[src/rtl/up_down_counter_cfg.sv]
// Up/down counter with runtime bounds, variable step, wrap or saturate mode,
// synchronous clamped load, terminal-count pulse and saturating event counter.
module up_down_counter_cfg #(
  parameter int N      = 4,
  parameter int STEP_W = 4,
  parameter int EVT_W  = 8
) (
  input  logic              clk,
  input  logic              reset,
  input  logic              en,
  input  logic              up_down,
  input  logic              load,
  input  logic [N-1:0]      load_val,
  input  logic [STEP_W-1:0] step,
  input  logic [N-1:0]      min_val,
  input  logic [N-1:0]      max_val,
  input  logic              sat_mode,
  output logic [N-1:0]      count,
  output logic              at_min,
  output logic              at_max,
  output logic              tc,
  output logic [EVT_W-1:0]  evt_cnt,
  output logic              cfg_err
);

  // Wide enough that neither count+step nor min+step can overflow.
  localparam int AW = ((N > STEP_W) ? N : STEP_W) + 1;
  typedef logic [AW-1:0] wide_t;

  wide_t            count_w, step_w, min_w, max_w;
  logic [N-1:0]     count_next;
  logic             tc_next;
  logic [EVT_W-1:0] evt_next;
  logic             event_hit;

  assign count_w = wide_t'(count);
  assign step_w  = wide_t'(step);
  assign min_w   = wide_t'(min_val);
  assign max_w   = wide_t'(max_val);

  assign at_min  = (count == min_val);
  assign at_max  = (count == max_val);
  assign cfg_err = (min_val > max_val);

  always_comb begin
    // NOTE: every output of this block gets a default first so no path leaves it unassigned (no latch).
    count_next = count;
    tc_next    = 1'b0;
    evt_next   = evt_cnt;
    event_hit  = 1'b0;

    if (cfg_err) begin
      count_next = count;
    end else if (load) begin
      if (load_val < min_val)      count_next = min_val;
      else if (load_val > max_val) count_next = max_val;
      else                         count_next = load_val;
      evt_next = '0;
    end else if (en && (step != '0)) begin
      if (up_down) begin
        if (count_w + step_w > max_w) begin
          event_hit  = 1'b1;
          count_next = sat_mode ? max_val : min_val;
        end else begin
          count_next = N'(count_w + step_w);
        end
      end else begin
        if (count_w < min_w + step_w) begin
          event_hit  = 1'b1;
          count_next = sat_mode ? min_val : max_val;
        end else begin
          // No event implies step <= count, so this cannot underflow.
          count_next = N'(count_w - step_w);
        end
      end
      if (event_hit) begin
        tc_next  = 1'b1;
        evt_next = (&evt_cnt) ? evt_cnt : evt_cnt + 1'b1;
      end
    end
  end

  always_ff @(posedge clk or negedge reset) begin
    // NOTE: sequential state uses non-blocking assignments so all registers update together at the edge.
    if (!reset) begin
      count   <= '0;
      tc      <= 1'b0;
      evt_cnt <= '0;
    end else begin
      count   <= count_next;
      tc      <= tc_next;
      evt_cnt <= evt_next;
    end
  end

endmodule

[config.mk]
export PLATFORM = sky130hd
export DESIGN_NAME = up_down_counter_cfg
export DESIGN_NICKNAME = d
export VERILOG_FILES = /design/src/rtl/up_down_counter_cfg.sv
export SDC_FILE = /design/constraint.sdc
export NUM_CORES = 1
export LEC_CHECK = 0
export CAP_MARGIN = 20
export CORE_MARGIN = 10
export CORE_UTILIZATION = 59
export CTS_BUF_LIST = sky130_fd_sc_hd__clkbuf_4 sky130_fd_sc_hd__clkbuf_8
export CTS_CLUSTER_DIAMETER = 50
export DETAILED_ROUTE_END_ITERATION = 10
export PLACE_DENSITY = 0.89
export SYNTH_ARGS = -nofsm -noshare
export SYNTH_HDL_FRONTEND = slang
export SYNTH_SLANG_ARGS = --single-unit
[constraint.sdc]
create_clock -name clk -period 4.9 [get_ports clk]
set_clock_uncertainty 0.15 [all_clocks]
set_input_delay 0.735 -clock clk [delete_from_list [all_inputs] [get_ports clk]]
set_output_delay 0.735 -clock clk [all_outputs]
set_load 0.01 [all_outputs]
==> flow_metrics.env <==
export IMPL_status="finished clean"
export IMPL_hold_depth=3
export IMPL_initial_core_util=0.602
export IMPL_clock_root_buffer="clkbuf_4"
export IMPL_syn_area_mm2=0.00199
export IMPL_cts_resized=0
export IMPL_numCtsBuffers=3
export IMPL_dpl_hpwl_um=4580
export IMPL_r2r_start="count[1]$_DFFE_PN0P_"
export IMPL_coreArea_mm2=0.00331
export IMPL_rsz0062_at_grt="no"
export IMPL_htree_levels=1
export IMPL_placed_cell_area_mm2=0.00240
export IMPL_antenna_found_initial=0
export IMPL_postCtsHoldBufs=0
export IMPL_cts_sinks=13
export IMPL_clk_pin_slew_worst_paths_ns=0.08
export IMPL_tns_ns=0
export IMPL_grt_util_all_layers=0.181
export IMPL_gp_congestion=0.966
export IMPL_hp_start="evt_cnt[6]$_DFFE_PN0P_"
export IMPL_cts_tree="yes"
export IMPL_die_w_um=78.1
export IMPL_post_cts_setup_buffer_count=0
export IMPL_ios=38
export IMPL_worst_slack_ns=0.846
export IMPL_routed_wl_um=5610
export IMPL_wire_per_inst_um=17.7
export IMPL_drt_pass1_iter_count=4
export IMPL_die_h_um=78.1
export IMPL_p_total_mw=0.929
export IMPL_clock_path_buffers=2
export IMPL_syn_area_per_cell_um2=8.45
export IMPL_worstMarginPinSlew_ns=0.784
export IMPL_min_period_ns=4.05
export IMPL_ys_ff_latch=13
export IMPL_synthArstFlopShare=1.00
export IMPL_rrSetupSlack_ns=1.40
export IMPL_final_cells=318
export IMPL_grt_max_degree=15
export IMPL_grt_pass1_wl_um=9320
export IMPL_drv_slew=0
export IMPL_diodes=0
export IMPL_crit_type="in -> reg"
export IMPL_slew_limit_headroom=0.470
export IMPL_die_area_mm2=0.00610
export IMPL_power_density_mw_per_mm2=383
export IMPL_drcViolationCount=0
export IMPL_critPathLaunch="step[1]"
export IMPL_clkLatencyLatePin_ns=0.27
export IMPL_required_ns=4.91
export IMPL_pre_cts_slack_ns=0.565
export IMPL_layout_drive_gt1_share=0.0441
export IMPL_p_leak_nw=1.10
export IMPL_reg2regPathDepth=10
export IMPL_drv_cap=0
export IMPL_synth_seq_area_share=0.163
export IMPL_ir_drop_mv=0.314
export IMPL_synth_warnings=0
export IMPL_fmax_mhz=247
export IMPL_hold_viol=0
export IMPL_grt_overflow=0
export IMPL_row_count=21
export IMPL_period_share=0.827
export IMPL_design_area_mm2=0.00243
export IMPL_layout_common_cells="clkdlybuf4s50_1 (37), ha_1 (30), inv_1 (21)"
export IMPL_synth_nets=291
export IMPL_route_vias_total=1999
export IMPL_mostFrequentLayoutCell="clkdlybuf4s50_1"
export IMPL_syn_to_final_growth_pct=21.8
export IMPL_worstPathMaxFanout=8
export IMPL_crit_path_start_kind="input port"
export IMPL_worstPathArrival_ns=4.07
export IMPL_min_path_type="reg -> reg"
export IMPL_r2r_end="evt_cnt[4]$_DFFE_PN0P_"
export IMPL_final_nets=328
export IMPL_endpoint_kind="flop"
export IMPL_yosys_cell_types_count=53
export IMPL_ant_nets=0
export IMPL_dp_cells=314
export IMPL_first_iter_violations=133
export IMPL_vias_per_cell=6.29
export IMPL_first_global_vias=1928
export IMPL_synth_cells=236
export IMPL_port_buffers=37
export IMPL_synth_edf_count=0
export IMPL_yosys_most_used_dff="dfrtp_1"
export IMPL_min_to="evt_cnt[6]$_DFFE_PN0P_"
export IMPL_setup_violations=0
[report_power, final]
group / total (mW) / internal [mW] / switching [mW] / leakage, nW
Clock: 0.0719 / 0.0371 / 0.0348 / 0.0184
Combinational: 0.656 / 0.313 / 0.342 / 0.912
Sequential: 0.202 / 0.139 / 0.0627 / 0.165
Total: 0.929 / 0.489 / 0.440 / 1.10
[state kept, by name, indices dropped and copies added, names as in the netlist]
name and flops:
evt_cnt 8, count 4, tc 1
[layout make-up]
cell class / count / area [um2]
Timing Repair Buffer: 38 / 378
Sequential cell: 13 / 325
Tap cell: 46 / 57.6
Fill cell: 281 / 883
Inverter: 21 / 78.8
Multi-Input combinational cell: 196 / 1560
Clock buffer: 4 / 30.0
[Yosys cell counts, drive strengths merged, types with 3 or more instances]
cell type,count,area (um2)
clkbuf,3,11.3
or3,3,23.8
nor2b,6,37.5
a21oi,10,50.1
nor4,9,56.3
a211oi,3,22.5
nand4,5,31.3
xor2,11,96.3
xnor2,3,26.3
mux2i,8,80.1
and4,4,35.0
nand2,13,48.8
dfrtp,13,325
buf,3,20.0
inv,21,78.8
fa,3,60.1
a21o,5,37.5
nor3,3,15.0
and2,6,40.0
a311o,3,30.0
a31oi,4,25.0
o221ai,3,26.3
or2,3,18.8
o21ai,10,50.1
nor2,10,37.5
nand3,5,25.0
a311oi,3,26.3
a211o,3,26.3
ha,30,375
a221o,4,40.0
o211ai,4,35.0
[per-stage QoR]
step	util	hold WS (ns)
after floorplan	-	0.289
after global placement	0.724	0.438
after detailed placement	0.724	0.454
after CTS	0.733	0.472
after global routing	0.733	0.515
final	0.733	0.476
[worst max path at each step]
stage               cells past startpoint                     end
finish                                 13  evt_cnt[4]$_DFFE_PN0P_
global route                           13  evt_cnt[7]$_DFFE_PN0P_
CTS                                    13  evt_cnt[4]$_DFFE_PN0P_
detailed placement                     13  evt_cnt[4]$_DFFE_PN0P_
global placement                       13  evt_cnt[4]$_DFFE_PN0P_
floorplan                              14  evt_cnt[4]$_DFFE_PN0P_
[worst max-delay path, stage by stage]
cell,delay (ns)
clkdlybuf4s50_1,0.64
inv_1,0.14
ha_1,0.33
nor3b_1,0.19
nor3_1,0.09
xnor2_1,0.15
ha_1,0.35
nand4_1,0.29
o311ai_0,0.24
o211ai_2,0.20
and2_4,0.25
and3_1,0.17
a221o_1,0.28
[routing by layer]
| metal | track usage | wire, um | up-vias |
|---|---|---|---|
| met5 | 0 | 0 | - |
| li1 | - | - | 986 |
| met1 | 0.217 | 2420 | 924 |
| met2 | 0.312 | 2720 | 79 |
| met3 | 0.0490 | 389 | 10 |
| met4 | 0.0484 | 93 | 0 |
[kinds of logic (layout without fill, tap and decap cells)]
kind of cell             Yosys count  count (layout)  synth area share
XOR/XNOR                          14              14            0.0615
adder cells (fa/ha/maj)           33              33             0.218
buffers and inverters             27              63            0.0552
AND/OR/NAND/NOR                   73              73             0.206
multiplexers                       9               9            0.0458
AO/OA/AOI/OAI                     67              67             0.250
flip-flops                        13              13             0.163
Power figures use the tool's default switching activity.
